**src/rtl/axi_master_bridge_pkg.sv**
```systemverilog
// ============================================================================
// Module      : axi_master_pkg
// Description : Shared types and constants for the single-beat AXI4 master
//               bridge (FSM states, response codes, fixed burst attributes).
// Revision    : 1.0 - initial release
// ============================================================================
`default_nettype none

`ifndef AXI_ID_BITS
`define AXI_ID_BITS 4
`endif

package axi_master_pkg;

    typedef enum logic [2:0] {
        IDLE = 3'd0,
        AR   = 3'd1,
        R    = 3'd2,
        WR   = 3'd3,
        B    = 3'd4,
        DONE = 3'd5
    } state_t;

    typedef enum logic [1:0] {
        OKAY   = 2'b00,
        EXOKAY = 2'b01,
        SLVERR = 2'b10,
        DECERR = 2'b11
    } resp_t;

    localparam logic [2:0] SIZE_WORD  = 3'b010;
    localparam logic [1:0] BURST_INCR = 2'b01;
    localparam logic [3:0] LEN_SINGLE = 4'd0;

endpackage

`default_nettype wire

```
**src/rtl/axi_master_bridge_wchan.sv**
```systemverilog
// ============================================================================
// Module      : axi_master_wchan
// Description : AW/W issue tracker. Both VALIDs rise together; each drops on
//               its own handshake. both_done marks the cycle the pair is done.
// Revision    : 1.0 - initial release
// ============================================================================
`default_nettype none

module axi_master_wchan (
    input  logic clk,
    input  logic rst,
    input  logic i_active,
    input  logic i_awready,
    input  logic i_wready,
    output logic o_awvalid,
    output logic o_wvalid,
    output logic o_both_done
);

    logic r_aw_done;
    logic r_w_done;
    logic w_aw_hs;
    logic w_w_hs;

    assign o_awvalid   = i_active & ~r_aw_done;
    assign o_wvalid    = i_active & ~r_w_done;
    assign w_aw_hs     = o_awvalid & i_awready;
    assign w_w_hs      = o_wvalid & i_wready;
    // Counts a handshake happening this very cycle, so simultaneous acceptance
    // completes without an extra wait cycle.
    assign o_both_done = i_active & (r_aw_done | w_aw_hs) & (r_w_done | w_w_hs);

    always_ff @(posedge clk) begin
        if (rst || o_both_done || !i_active) begin
            r_aw_done <= 1'b0;
            r_w_done  <= 1'b0;
        end else begin
            if (w_aw_hs) r_aw_done <= 1'b1;
            if (w_w_hs)  r_w_done  <= 1'b1;
        end
    end

endmodule

`default_nettype wire

```
**src/rtl/axi_master_bridge.sv**
```systemverilog
// ============================================================================
// Module      : axi_master_bridge
// Description : Core request port to single-beat AXI4 read/write master, one
//               transaction in flight. Optional AXI_MASTER_POSTED_WRITE_EN
//               releases write stalls before the B response.
// Revision    : 1.0 - initial release
// ============================================================================
`default_nettype none

import axi_master_pkg::*;

module axi_master_bridge #(
    parameter logic [`AXI_ID_BITS-1:0] ID = '0,
    parameter int ADDR_W = 32,
    parameter int DATA_W = 32,
    localparam int STRB_W = DATA_W / 8
) (
    input  logic                    clk,
    input  logic                    rst,
    input  logic                    req,
    input  logic                    we,
    input  logic [ADDR_W-1:0]       addr,
    input  logic [DATA_W-1:0]       wdata,
    input  logic [STRB_W-1:0]       wstrb,
    output logic [DATA_W-1:0]       rdata,
    output logic                    stall,
    output logic                    err,
    output logic [`AXI_ID_BITS-1:0] ARID_M,
    output logic [ADDR_W-1:0]       ARADDR_M,
    output logic [3:0]              ARLEN_M,
    output logic [2:0]              ARSIZE_M,
    output logic [1:0]              ARBURST_M,
    output logic                    ARVALID_M,
    input  logic                    ARREADY_M,
    input  logic [`AXI_ID_BITS-1:0] RID_M,
    input  logic [DATA_W-1:0]       RDATA_M,
    input  logic [1:0]              RRESP_M,
    input  logic                    RLAST_M,
    input  logic                    RVALID_M,
    output logic                    RREADY_M,
    output logic [`AXI_ID_BITS-1:0] AWID_M,
    output logic [ADDR_W-1:0]       AWADDR_M,
    output logic [3:0]              AWLEN_M,
    output logic [2:0]              AWSIZE_M,
    output logic [1:0]              AWBURST_M,
    output logic                    AWVALID_M,
    input  logic                    AWREADY_M,
    output logic [DATA_W-1:0]       WDATA_M,
    output logic [STRB_W-1:0]       WSTRB_M,
    output logic                    WLAST_M,
    output logic                    WVALID_M,
    input  logic                    WREADY_M,
    input  logic [`AXI_ID_BITS-1:0] BID_M,
    input  logic [1:0]              BRESP_M,
    input  logic                    BVALID_M,
    output logic                    BREADY_M
);

    state_t              r_state;
    state_t              w_state_nxt;
    logic [ADDR_W-1:0]   r_addr;
    logic [DATA_W-1:0]   r_wdata;
    logic [STRB_W-1:0]   r_wstrb;
    logic [DATA_W-1:0]   r_rdata;
    logic                r_err;
    logic                w_stall;
    logic                w_latch;
    logic                w_both_done;
    logic                w_b_block;
    logic                w_r_bad;
    logic                w_b_bad;

    // Wrong ID or a missing RLAST is reported the same way as SLVERR.
    assign w_r_bad = (RRESP_M != OKAY) || (RID_M != ID) || !RLAST_M;
    assign w_b_bad = (BRESP_M != OKAY) || (BID_M != ID);

`ifdef AXI_MASTER_POSTED_WRITE_EN
    localparam bit c_posted = 1'b1;

    logic r_b_pending;
    logic r_err_sticky;

    always_ff @(posedge clk) begin
        if (rst) begin
            r_b_pending  <= 1'b0;
            r_err_sticky <= 1'b0;
        end else begin
            if (w_both_done) begin
                r_b_pending <= 1'b1;
            end else if (r_b_pending && BVALID_M) begin
                r_b_pending <= 1'b0;
                if (w_b_bad) r_err_sticky <= 1'b1;
            end
        end
    end

    assign BREADY_M  = r_b_pending;
    assign w_b_block = r_b_pending;
    assign err       = r_err | r_err_sticky;
`else
    localparam bit c_posted = 1'b0;

    assign BREADY_M  = (r_state == B);
    assign w_b_block = 1'b0;
    assign err       = r_err;
`endif

    axi_master_wchan u_wchan (
        .clk         (clk),
        .rst         (rst),
        .i_active    (r_state == WR),
        .i_awready   (AWREADY_M),
        .i_wready    (WREADY_M),
        .o_awvalid   (AWVALID_M),
        .o_wvalid    (WVALID_M),
        .o_both_done (w_both_done)
    );

    always_ff @(posedge clk) begin
        if (rst) begin
            r_state <= IDLE;
        end else begin
            r_state <= w_state_nxt;
        end
    end

    always_comb begin
        w_state_nxt = r_state;
        w_stall     = 1'b0;
        w_latch     = 1'b0;
        case (r_state)
            IDLE: begin
                // Combinational so the core stalls in the cycle it asks.
                w_stall = req;
                if (req && !w_b_block) begin
                    w_latch     = 1'b1;
                    w_state_nxt = we ? WR : AR;
                end
            end
            AR: begin
                w_stall = 1'b1;
                if (ARREADY_M) w_state_nxt = R;
            end
            R: begin
                w_stall = 1'b1;
                if (RVALID_M) w_state_nxt = DONE;
            end
            WR: begin
                w_stall = 1'b1;
                if (w_both_done) w_state_nxt = c_posted ? DONE : B;
            end
            B: begin
                w_stall = 1'b1;
                if (BVALID_M) w_state_nxt = DONE;
            end
            DONE: begin
                w_state_nxt = IDLE;
            end
            default: begin
                w_state_nxt = IDLE;
            end
        endcase
    end

    always_ff @(posedge clk) begin
        if (rst) begin
            r_addr  <= '0;
            r_wdata <= '0;
            r_wstrb <= '0;
            r_rdata <= '0;
            r_err   <= 1'b0;
        end else begin
            if (w_latch) begin
                r_addr <= addr;
                if (we) begin
                    r_wdata <= wdata;
                    r_wstrb <= wstrb;
                end
            end
            // err is a single-cycle pulse aligned with DONE.
            r_err <= 1'b0;
            if (r_state == R && RVALID_M) begin
                r_rdata <= RDATA_M;
                r_err   <= w_r_bad;
            end else if (r_state == B && BVALID_M) begin
                r_err   <= w_b_bad;
            end
        end
    end

    assign rdata     = r_rdata;
    assign stall     = w_stall;

    assign ARID_M    = ID;
    assign ARADDR_M  = r_addr;
    assign ARLEN_M   = LEN_SINGLE;
    assign ARSIZE_M  = SIZE_WORD;
    assign ARBURST_M = BURST_INCR;
    assign ARVALID_M = (r_state == AR);
    assign RREADY_M  = (r_state == R);

    assign AWID_M    = ID;
    assign AWADDR_M  = r_addr;
    assign AWLEN_M   = LEN_SINGLE;
    assign AWSIZE_M  = SIZE_WORD;
    assign AWBURST_M = BURST_INCR;
    assign WDATA_M   = r_wdata;
    assign WSTRB_M   = r_wstrb;
    assign WLAST_M   = WVALID_M;

endmodule

`default_nettype wire

```
**config.mk**
```make
export PLATFORM = sky130hd
export DESIGN_NAME = axi_master_bridge
export DESIGN_NICKNAME = d
export VERILOG_FILES = /design/src/rtl/axi_master_bridge_pkg.sv /design/src/rtl/axi_master_bridge_wchan.sv /design/src/rtl/axi_master_bridge.sv
export SDC_FILE = /design/constraint.sdc
export NUM_CORES = 1
export LEC_CHECK = 0
export BUFFER_PORTS_ARGS = -buffer_cell sky130_fd_sc_hd__buf_2
export CORE_MARGIN = 5
export CORE_UTILIZATION = 38
export DETAILED_ROUTE_END_ITERATION = 8
export PLACE_DENSITY_LB_ADDON = 0.08
export SLEW_MARGIN = 20
export SYNTH_ARGS = -nofsm -noshare
export SYNTH_HDL_FRONTEND = slang
export SYNTH_HIERARCHICAL = 1
export SYNTH_SLANG_ARGS = --single-unit
```
**constraint.sdc**
```tcl
create_clock -name clk -period 1.6 [get_ports clk]
set_clock_uncertainty 0.05 [all_clocks]
set_input_delay 0.16 -clock clk [delete_from_list [all_inputs] [get_ports clk]]
set_output_delay 0.16 -clock clk [all_outputs]
set_load 0.01 [all_outputs]
```
Word level (Yosys, flattened, before mapping)
Index checks and enable logic that the tools add are counted.
{"block": "classes", "reduce_logical": 17, "n_bitwise": 10, "eq_ne": 9, "order_cmp": 0, "div": 0, "multipliers": 0, "shift": 0, "n_mux": 12, "add_sub_neg": 0}
{"operator": "3-bit 2-to-1 mux", "n": 5}
{"operator": "3-bit one-hot mux with 5 select lines", "n": 1}
{"operator": "2-bit != test, second input constant", "n": 4}
{"operator": "4-bit nonzero test", "n": 2}
{"operator": "1-bit bitwise AND", "n": 6}
{"operator": "3-bit by 2-bit == test with 1-bit output, second input constant", "n": 2}
{"operator": "1-bit logical OR", "n": 5}
{"operator": "5-bit AND reduction", "n": 1}
{"operator": "1-bit 2-to-1 mux", "n": 4}
{"operator": "2-bit nonzero test", "n": 2}
{"operator": "4-bit OR reduction", "n": 1}
{"operator": "3-bit by 1-bit == test with 1-bit output, second input constant", "n": 1}
{"operator": "3-bit == test, second input constant", "n": 1}
{"operator": "3-bit logical NOT", "n": 1}
{"operator": "1-bit logical AND", "n": 2}
{"operator": "1-bit logical NOT", "n": 2}
{"operator": "2-bit 2-to-1 mux", "n": 1}
{"operator": "2-bit by 1-bit != test with 1-bit output, second input constant", "n": 1}
{"operator": "1-bit NOT", "n": 2}
{"operator": "1-bit bitwise OR", "n": 2}
{"operator": "1-bit one-hot mux with 2 select lines", "n": 1}
{"operator": "2-bit AND reduction", "n": 1}
{"block": "word_totals", "memories": 0, "output_inout_bits": 166, "word_cells": 56, "register_bits": 106, "latchBits": 0, "rom_bits": 0, "in_bits": 122, "ram_bits": 0}

Logic depth before layout (Yosys ltp)
Gate-level depths: netlist of run 1.
{"block": "logic_depth", "ltp_word": 8, "ltp_mapped": 7, "mapped_depth_nobuf": 6}

Hierarchy
Netlist of run 1, hierarchy kept.
{"mod": "axi_master_bridge", "seq_area_each_um2": 2082.0, "n_inst": 1, "cells_each": 543, "area_each_um2": 4351.7}
{"mod": "axi_master_wchan", "seq_area_each_um2": 40.0, "n_inst": 1, "cells_each": 10, "area_each_um2": 100.1}

Least setup slack after synthesis of run 1
Ideal clock, no wire load.
{"block": "synth_timing", "kind": "flip-flop to flip-flop", "from": "reg r_state[1]", "to": "reg r_state[1]", "required_ns": 1.480, "setup_ns": 0.070, "n_path_buf": 1, "setup_slack_ns": -0.037, "period_less_slack_ns": 1.637, "path_stages_with_launch": 8, "arrival_ns": 1.516, "path_cell_list": "dfxtp_1 buf_2 nor2b_1 and2_1 nor3b_1 mux2_2 or2_2 a21oi_1"}
{"block": "synth_via", "elab_chain_cells": 8, "elab_cells_between_ends": 20, "cone_classes": "eq/ne: 9; mux: 1; bitwise: 8; reduce/logical: 2"}
{"element": "start, declared", "line": "axi_master_bridge.sv:59", "source": "state_t r_state;"}
{"element": "start signal, assigned", "line": "axi_master_bridge.sv:123", "source": "r_state <= w_state_nxt;"}
{"element": "3-bit by 2-bit == test with 1-bit output *", "line": "axi_master_bridge.sv:111", "source": ".i_active (r_state == WR),"}
{"element": "1-bit bitwise AND", "line": "axi_master_bridge_wchan.sv:25", "source": "assign o_awvalid = i_active & ~r_aw_done;"}
{"element": "1-bit bitwise AND", "line": "axi_master_bridge_wchan.sv:27", "source": "assign w_aw_hs = o_awvalid & i_awready;"}
{"element": "1-bit bitwise OR", "line": "axi_master_bridge_wchan.sv:31", "source": "assign o_both_done = i_active & (r_aw_done | w_aw_hs) & (r_w_done | w_w_hs);"}
{"element": "1-bit bitwise AND", "line": "axi_master_bridge_wchan.sv:31"}
{"element": "1-bit bitwise AND *", "line": "axi_master_bridge_wchan.sv:31"}
{"element": "via w_both_done", "line": "axi_master_bridge.sv:68", "source": "logic w_both_done;"}
{"element": "2-bit != test (no source line) *"}
{"element": "5-bit AND reduction (no source line) *"}
Mark *: on every way through the listed nets, which the timed path passes. The rest lies on a longest branch.
A chain may end at the register's enable or synchronous reset.

Final worst setup path of run 1
{"block": "layout_timing", "from": "reg r_state[1]", "to": "out WVALID_M"}
{"block": "layout_via", "elab_chain_cells": 2}
{"element": "3-bit by 2-bit == test with 1-bit output", "line": "axi_master_bridge.sv:111"}
{"element": "1-bit bitwise AND", "line": "axi_master_bridge_wchan.sv:26", "source": "assign o_wvalid = i_active & ~r_w_done;"}
{"element": "end, declared", "line": "axi_master_bridge.sv:51", "source": "output logic WVALID_M,"}
No other way between the ends.

==> results of run 1 <==
path summary, 6_finish.rpt:
check                                start          end  slack, ns  cells past startpoint
worst min-delay path             wdata[23]  WDATA_M[23]       0.01                      3
worst min register to register    rdata[0]     rdata[0]       0.40                      2
worst max-delay path            r_state[1]     WVALID_M      -0.05                      6
worst max register to register  r_state[1]   r_state[1]      -0.05                      7
state kept, by name (all words and copies together), names as in the netlist:
signal,count
ARADDR_M,32
WDATA_M,32
rdata,32
WSTRB_M,4
r_state,3
err,1
u_wchan/r_aw_done,1
u_wchan/r_w_done,1
cell usage in the layout (no fill, tap or decap), drive strengths merged, types with 4 or more instances in the layout:
cell,instances
buf,288
nand3,36
nand2,128
conb,26
dlygate4sd3,54
a21oi,103
dfxtp,106
clkbuf,11
nor2,7
o21ai,36
nand2b,4
power breakdown:
group          switching (mW)  internal (mW)  total [mW]
sequential              0.178           2.94        3.12
clock                   0.962           1.41        2.37
combinational            1.42           1.19        2.61
metrics by stage:
stage               cells  setup TNS (ns)  utilization, %
finish                974          -0.175            58.1
global route          974          -0.638            58.1
CTS                   967          -0.192            57.1
detailed placement    893           -1.54            48.6
global placement      893          -0.619            48.6
floorplan             577               0               -
repair_timing:
| item | 4_1_cts | 5_1_grt |
|---|---|---|
| cloned | 1 | 0 |
| endpoints found under the setup margin | 67 | 53 |
| pin swaps | 0 | 2 |
| setup buffers | 3 | 7 |
| resized for setup | 15 | 26 |
| endpoints found under the hold margin | 54 | 0 |
| hold buffers | 54 | 0 |
layer usage:
layer | GRT usage (%) | routed length [um] | up-vias
met1 | 21.9 | 5560 | 2102
met2 | 34.7 | 7370 | 202
li1 | - | - | 2296
met5 | 0 | 0 | -
met3 | 6.26 | 1370 | 19
met4 | 7.10 | 296 | 0
final cells by class:
type                       instances  area, um2  area share, %
clock inverter                     5       77.6           1.16
inverter                           1       3.75         0.0564
multi-input combinational        366       1840           27.6
sequential                       106       2130           31.9
timing repair buffer             342       2190           32.9
clock buffer                      11        243           3.65
tap                              143        179           2.69
cells by family (layout without fill, tap and decap cells):
group	Yosys count	after routing	synth area share (%)
buffers and inverters	105	359	15.1
muxes	4	4	0.956
AOI/OAI and AO/OA	144	144	16.5
other	2	26	0.169
DFF	106	106	47.7
and+or+nand+nor	192	192	19.5
worst max-delay path: stages (launching register included):
cell and delay, ns:
dfxtp_2 0.35, buf_6 0.10, nor2b_4 0.14, and2_4 0.15
buf_6 0.09, nor2b_4 0.16, buf_6 0.12
==> results.py, run 1 <==
metrics = {
    "global_routing": {
        "antenna_found_initial": 0,
        "grt_start_max_net_pins": 43,
        "grt_pass1_vias": 4615,
        "overflow": 0,
        "grt_usage_pct": 19.6,
        "grt_pass1_wl_um": 22900,
    },
    "critical_path": {
        "worst_setup_path_start_kind": "flip-flop",
        "cp_max_fo": 3,
        "worstPathRequired_ns": 1.39,
        "crit_type": "reg -> out",
        "cp-end-kind": "primary output",
        "cp.arrival_ns": 1.44,
    },
    "die": {
        "rows": 39,
        "die-area_mm2": 0.0140,
        "ios": 288,
        "start_util_pct": 38.8,
        "dieHeight_um": 118,
        "die_w_um": 118,
        "core_area_mm2": 0.0115,
    },
    "final_layout": {
        "final_area_mm2": 0.00666,
        "area_growth_pct": 49.6,
        "final_nets": 948,
        "fillCellCount": 1058,
        "drive_above_1_share_pct": 39.6,
        "antenna_cells": 0,
    },
    "synth": {
        "synth_warnings": 6,
        "synth_cells": 553,
        "synth_flop_cell": "dfxtp_1",
        "synth_edf_count": 0,
        "yosys.area.top_type": "dfxtp_1",
        "ys_types": 33,
        "yosysMostFrequentCell": "nand2_1",
        "avgSynthCellArea_um2": 8.05,
        "yosys-top-cells-area": "dfxtp_1 (48%), a21oi_1 (12%), nand2_1 (11%)",
        "syn_area_mm2": 0.00445,
        "synth_top_area_share_pct": 47.7,
        "ys_seq_elements": 106,
        "synthArstFlopShare_pct": 0,
        "yosys-top-cells-count": "nand2_1 (128), dfxtp_1 (106), a21oi_1 (103)",
        "yosysSeqAreaShare_pct": 47.7,
    },
    "pwr": {
        "p_leak_nw": 3.15,
        "p_per_area_mw_per_mm2": 1220,
        "finalPower_mw": 8.11,
        "ir_drop_mv": 0.593,
    },
    "clocking": {
        "htree_levels": 3,
        "cts_sinks": 106,
        "cts_buffer_depth": 2,
        "root_buffer": "clkbuf_16",
        "clk_pin_slew_ns": 0.07,
        "numCtsBuffers": 9,
        "worstSkewPairLatency_ns": 0.34,
        "tritoncts": "built",
    },
    "routing": {
        "wl_per_cell_um": 15.0,
        "ant_nets": 0,
        "first_iter_violations": 324,
        "drtPass1Iterations": 4,
        "drc": 0,
        "vias_per_cell": 4.74,
        "wirelength_um": 14600,
        "num_vias": 4619,
    },
    "placed_design": {
        "place_hpwl_um": 9990,
        "gp_congestion": 0.783,
        "numPortBuffers": 261,
        "place_area_mm2": 0.00557,
        "place_ws_ns": -0.0805,
    },
    "outcome": {
        "outcome": "finished, violations left",
        "violations": "negative setup slack",
    },
    "timing": {
        "setup_violations": 4,
        "min_period_ns": 1.65,
        "setup_ws_ns": -0.0511,
        "clock.fmax_mhz": 606,
        "hold_violations": 0,
        "fin_hold_ws_ns": 0.0132,
        "grt_setup_unrepaired": "true",
        "post-route-period-util_pct": 103,
        "finalMaxSlewViolations": 0,
    },
    "run": {
        "cap_violations": 0,
    },
    "hold_path": {
        "hold_path_class": "in -> reg",
    },
}
Note: power is estimated with default switching activity, not from simulation.
==> run 2, diff against run 1 <==
--- a/config.mk
+++ b/config.mk
@@ -10,6 +10,7 @@
 export CORE_UTILIZATION = 38
 export DETAILED_ROUTE_END_ITERATION = 8
 export PLACE_DENSITY_LB_ADDON = 0.08
+export SETUP_SLACK_MARGIN = 0.4
 export SLEW_MARGIN = 20
 export SYNTH_ARGS = -nofsm -noshare
 export SYNTH_HDL_FRONTEND = slang
==> run 2 against run 1 <==
Against the previous run:
- the flow still finishes with violations (negative setup slack)
- sequential power about the same
- critical path depth unchanged
- core utilization up 12 points
- count of clock-buffer cells in the layout unchanged
- final cell count up 1.4%
- global-route usage up 1.3 points
- first-iteration DRC count down 17%
- maximum frequency up 1.2%
- wire length up 16%
- register-to-register slack better by 0.03 ns
- final area up 20%
- setup slack better by 0.019 ns
- largest cell class is now multi-input combinational cells
==> results.py, run 2 (synthesis results as in run 1) <==
metrics = {
    "clocking": {
        "cts_sinks": 106,
        "worstSkewPairLatency_ns": 0.34,
        "cts_buffer_depth": 2,
        "root_buffer": "clkbuf_16",
        "tritoncts": "built",
        "htree_levels": 3,
        "clk_pin_slew_ns": 0.07,
        "numCtsBuffers": 9,
    },
    "final_layout": {
        "final_cell_mix": "buf_2 (260), dfxtp_1 (104), nand2_1 (83), a21oi_2 (70), dlygate4sd3_1 (46)",
        "final_common_cell": "buf_2",
        "final_area_mm2": 0.00798,
        "final_nets": 962,
        "drive_above_1_share_pct": 61.3,
        "fin_util_pct": 69.6,
        "area_growth_pct": 79.3,
        "antenna_cells": 0,
    },
    "routing": {
        "wl_per_cell_um": 17.1,
        "dr_wl_met3_um": 1450,
        "first_iter_violations": 270,
        "met1Wirelength_um": 6320,
        "drtPass1Iterations": 4,
        "wl_met2_um": 8980,
        "vias_per_cell": 4.96,
        "wirelength_um": 16900,
        "num_vias": 4896,
        "drc": 0,
        "ant_nets": 0,
        "top_layer": "met4",
    },
    "timing": {
        "hold_violations": 0,
        "min_period_ns": 1.63,
        "setup_tns_ns": -0.141,
        "clock.fmax_mhz": 613,
        "tightest_slew_ns": 0.561,
        "fin_hold_ws_ns": 0.00680,
        "finalMaxSlewViolations": 0,
        "setup_ws_ns": -0.0317,
        "grt_setup_unrepaired": "true",
        "setup_violations": 8,
        "post-route-period-util_pct": 102,
        "slew_headroom_pct": 62.6,
    },
    "outcome": {
        "violations": "negative setup slack",
        "outcome": "finished, violations left",
    },
    "run": {
        "cap_violations": 0,
    },
    "placed_design": {
        "place_ws_ns": -0.130,
        "numPortBuffers": 261,
        "gp_congestion": 0.773,
        "place_area_mm2": 0.00563,
        "place_hpwl_um": 10000,
    },
    "hold_path": {
        "worstHoldStart": "wdata[30]",
        "hold_path_class": "in -> reg",
    },
    "die": {
        "core_area_mm2": 0.0115,
        "ios": 288,
        "die_w_um": 118,
        "die-area_mm2": 0.0140,
        "start_util_pct": 38.8,
        "rows": 39,
        "dieHeight_um": 118,
    },
    "critical_path": {
        "worstPathRequired_ns": 1.39,
        "cp_max_fo": 4,
        "r2r_start": "r_state[1]",
        "cp-end-kind": "primary output",
        "worst_setup_path_start_kind": "flip-flop",
        "crit_type": "reg -> out",
        "crit_path_start": "r_state[1]",
        "cp.arrival_ns": 1.42,
    },
    "global_routing": {
        "overflow": 0,
        "grt_usage_pct": 20.9,
        "grt_pass1_vias": 4720,
        "grt_start_max_net_pins": 37,
        "grt_pass1_wl_um": 24200,
        "antenna_found_initial": 0,
    },
    "pwr": {
        "p_per_area_mw_per_mm2": 1180,
        "p_leak_nw": 3.67,
        "ir_drop_mv": 0.723,
    },
}
==> run 2: worst paths after layout <==
check | cells past startpoint | slack (ns) | end
max | 6 | -0.03 | AWVALID_M
min | 3 | 0.007 | WDATA_M[30]
max reg2reg | 7 | -0.02 | WDATA_M[20]
min reg2reg | 2 | 0.40 | rdata[7]
==> run 2: report_power, final <==
group	total (mW)	internal (mW)	switching, mW
clock network	2.30	1.27	1.03
registers	3.15	2.94	0.209
logic	3.94	1.93	2.02
total	9.39	6.14	3.25
==> run 2: layout make-up <==
class / count / area (um2)
tap: 143 / 179
timing repair buffer: 356 / 2600
fill: 877 / 3480
multi-input combinational: 366 / 2770
clock buffer: 11 / 243
clock inverter: 5 / 62.6
sequential: 106 / 2120
inverter: 1 / 3.75
==> run 2: layer usage <==
layer  up-vias  global-route usage, %
met3        15                   6.69
met2       211                   37.1
met1      2330                   23.5
li1       2340                      -
met4         0                   6.74
met5         -                      0
==> run 2: repair_timing <==
action / 4_1_cts / 5_1_grt
pin swaps: 13 / 127
setup endpoints to repair: 113 / 113
hold buffers: 45 / 1
endpoints found under the hold margin: 45 / 1
resized for setup: 45 / 227
cloned: 10 / 4
setup buffers: 6 / 9
==> run 2: critical path: stages (launching register included) <==
cell and delay [ns]:
dfxtp_2 0.33, buf_6 0.12, nor2b_4 0.12, and2_4 0.13, buf_6 0.11, and2b_1 0.14
buf_2 0.13
==> run 2: metrics by stage <==
| stage | std cells | power (mW) |
|---|---|---|
| after detailed placement | 897 | 5.45 |
| after global routing | 988 | 9.84 |
| after floorplan | 577 | 4.81 |
| after global placement | 897 | 5.41 |
| final | 988 | 9.39 |
| after CTS | 974 | 8.52 |
==> run 3, diff against run 2 <==
--- a/config.mk
+++ b/config.mk
@@ -5,7 +5,9 @@
 export SDC_FILE = /design/constraint.sdc
 export NUM_CORES = 1
 export LEC_CHECK = 0
+export ABC_AREA = 0
 export BUFFER_PORTS_ARGS = -buffer_cell sky130_fd_sc_hd__buf_2
+export CORE_ASPECT_RATIO = 0.5
 export CORE_MARGIN = 5
 export CORE_UTILIZATION = 38
 export DETAILED_ROUTE_END_ITERATION = 8
==> run 3 against run 2 <==
Against the previous run:
- the flow still finishes with violations (negative setup slack)
- combinational power is 11% lower
- non-clock buffer count is 13 lower
- maximum frequency is 1.0% higher
- core utilization is 5.3 points lower
- clock power is 3% lower
- hold slack better by 0.0012 ns
- global-route usage is 1.3 points lower
- count of clock-buffer cells in the layout stayed put
- via count is 5.1% lower
- critical path depth is 1 higher
- setup slack better by 0.016 ns
- flip-flop and latch count stayed put
==> results.py, run 3 (synthesis results as in run 1) <==
metrics = {
    "outcome": {
        "outcome": "finished, violations left",
        "violations": "negative setup slack",
    },
    "critical_path": {
        "path_cells": "buf_6 > nor2b_4 > and2_4 > nor3b_2 > mux2_4 > or2_4 > a21oi_2",
        "worstPathRequired_ns": 1.81,
        "cp.arrival_ns": 1.82,
        "r2r_start": "r_state[1]",
        "cp_num_cells": 7,
        "crit_type": "reg -> reg",
        "worst_setup_path_start_kind": "flip-flop",
        "crit_buf_inv": 1,
        "crit_path_start": "r_state[1]",
        "cp_max_fo": 3,
        "slowest_stage": "dfxtp_2",
        "max_stage_delay_ns": 0.33,
        "cp_top_family": "simple AND/OR/NAND/NOR gates",
        "cp-end-kind": "flip-flop",
        "r2r_cells": 7,
    },
    "global_routing": {
        "overflow": 0,
        "antenna_found_initial": 0,
        "grt_pass1_wl_um": 22400,
        "grt_pass1_vias": 4518,
        "grt_start_max_net_pins": 42,
        "grt_usage_pct": 19.6,
    },
    "pwr": {
        "p_clk_share_pct": 25.1,
        "swShare_pct": 32.5,
        "seqPwrFrac_pct": 35.2,
        "p_leak_nw": 3.36,
        "finalPower_mw": 8.87,
        "ir_drop_mv": 0.680,
        "p_per_area_mw_per_mm2": 1230,
        "p_comb_share_pct": 39.7,
        "p_int_mw": 5.99,
        "power.switching_mw": 2.88,
    },
    "clocking": {
        "worstSkewPairLatency_ns": 0.33,
        "numCtsBuffers": 9,
        "cts_buffer_depth": 2,
        "tritoncts": "built",
        "cts_sinks": 106,
        "root_buffer": "clkbuf_16",
        "htree_levels": 3,
        "clk_pin_slew_ns": 0.07,
    },
    "die": {
        "dieHeight_um": 86.5,
        "core_area_mm2": 0.0112,
        "ios": 288,
        "start_util_pct": 39.7,
        "die_w_um": 163,
        "rows": 27,
        "die-area_mm2": 0.0141,
    },
    "final_layout": {
        "final_cell_count_no_fill": 990,
        "antenna_cells": 0,
        "final_nets": 949,
        "fillCellCount": 1005,
        "drive_above_1_share_pct": 50.4,
        "area_growth_pct": 62.1,
        "final_area_mm2": 0.00722,
        "final_common_cell": "buf_2",
        "final_cell_mix": "buf_2 (257), dfxtp_1 (103), nand2_1 (94), a21oi_1 (74), dlygate4sd3_1 (36)",
    },
    "timing": {
        "min_period_ns": 1.62,
        "setup_violations": 11,
        "fin_hold_ws_ns": 0.00796,
        "finalMaxSlewViolations": 0,
        "clock.fmax_mhz": 619,
        "setup_ws_ns": -0.0152,
        "grt_setup_unrepaired": "true",
        "hold_violations": 0,
        "setup_tns_ns": -0.0559,
        "post-route-period-util_pct": 101,
    },
    "routing": {
        "first_iter_violations": 210,
        "num_vias": 4645,
        "wl_per_cell_um": 15.3,
        "drc": 0,
        "drtPass1Iterations": 5,
        "wirelength_um": 15100,
        "ant_nets": 0,
        "vias_per_cell": 4.69,
    },
    "placed_design": {
        "gp_congestion": 0.732,
        "numPortBuffers": 261,
        "place_hpwl_um": 9710,
        "dp.cells": 909,
        "place_area_mm2": 0.00563,
    },
    "hold_path": {
        "worstHoldStart": "addr[29]",
        "hold_path_class": "in -> reg",
        "min_path_cells": 3,
    },
    "run": {
        "cap_violations": 0,
    },
}
-- run 3: changes by cell type in the layout (fill, tap and decap cells not counted), moves of 8 or more --
cell	delta
a21oi_1	+41
a21oi_2	-41
buf_6	+8
dlygate4sd3_1	-10
nand2_1	+11
nand2_2	+13
nand2_4	-24
nand3_1	+25
nand3_2	-14
nand3_4	-11
o21ai_1	+24
o21ai_2	-14
-- run 3: power by group through the flow --
| stage | sequential [mW] | clock, mW | combinational [mW] |
|---|---|---|---|
| 3_3_place_gp | 3.16 | 0 | 2.24 |
| 2_1_floorplan | 3.30 | 0 | 1.51 |
| 4_1_cts | 3.12 | 2.27 | 3.18 |
| 5_1_grt | 3.17 | 2.39 | 3.76 |
| 3_5_place_dp | 3.16 | 0 | 2.25 |
| 6_report | 3.12 | 2.22 | 3.52 |
-- run 3: repair_timing --
item,4_1_cts,5_1_grt
hold buffers,35,1
gates resized for setup,85,51
endpoints found under the setup margin,113,113
buffers inserted,13,5
cloned,11,1
hold endpoints to repair,35,1
pin swaps,10,16
-- run 3: tightest hold or removal path: stages --
cell and delay, ns:
buf_2 0.09, nand2_1 0.04, a21oi_1 0.05
-- run 3: worst paths after layout --
path	to	slack (ns)
worst max-delay path	r_state[1]	-0.02
worst min-delay path	ARADDR_M[29]	0.008
worst min register to register	rdata[2]	0.40
worst max register to register	r_state[1]	-0.02
-- run 3: cell type report --
cell class                 count  area, um2  share of cell area (%)
multi-input combinational    366       2140                    29.6
clock inverter                 4       51.3                   0.711
inverter                       1       3.75                  0.0520
sequential                   106       2130                    29.5
clock buffer                  11        243                    3.36
tap                          159        199                    2.76
timing repair buffer         343       2460                    34.0
-- run 3: per-layer routing --
metal  up-vias  part of all wire (%)  global-route usage [%]  wire (um)
met5         -                     0                       0          0
met3        16                   7.2                    6.18       1080
met2       174                    50                    35.8       7610
met4         0                   1.4                    4.64        205
li1       2313                     -                       -          -
met1      2142                    41                    22.6       6200
-- run 3: through the flow --
stage / utilization [%] / worst slack, ns
floorplan: - / 0.0852
global placement: 50.2 / -0.0656
detailed placement: 50.2 / -0.0627
CTS: 61.7 / -0.0156
global route: 64.3 / -0.0796
finish: 64.3 / -0.0152
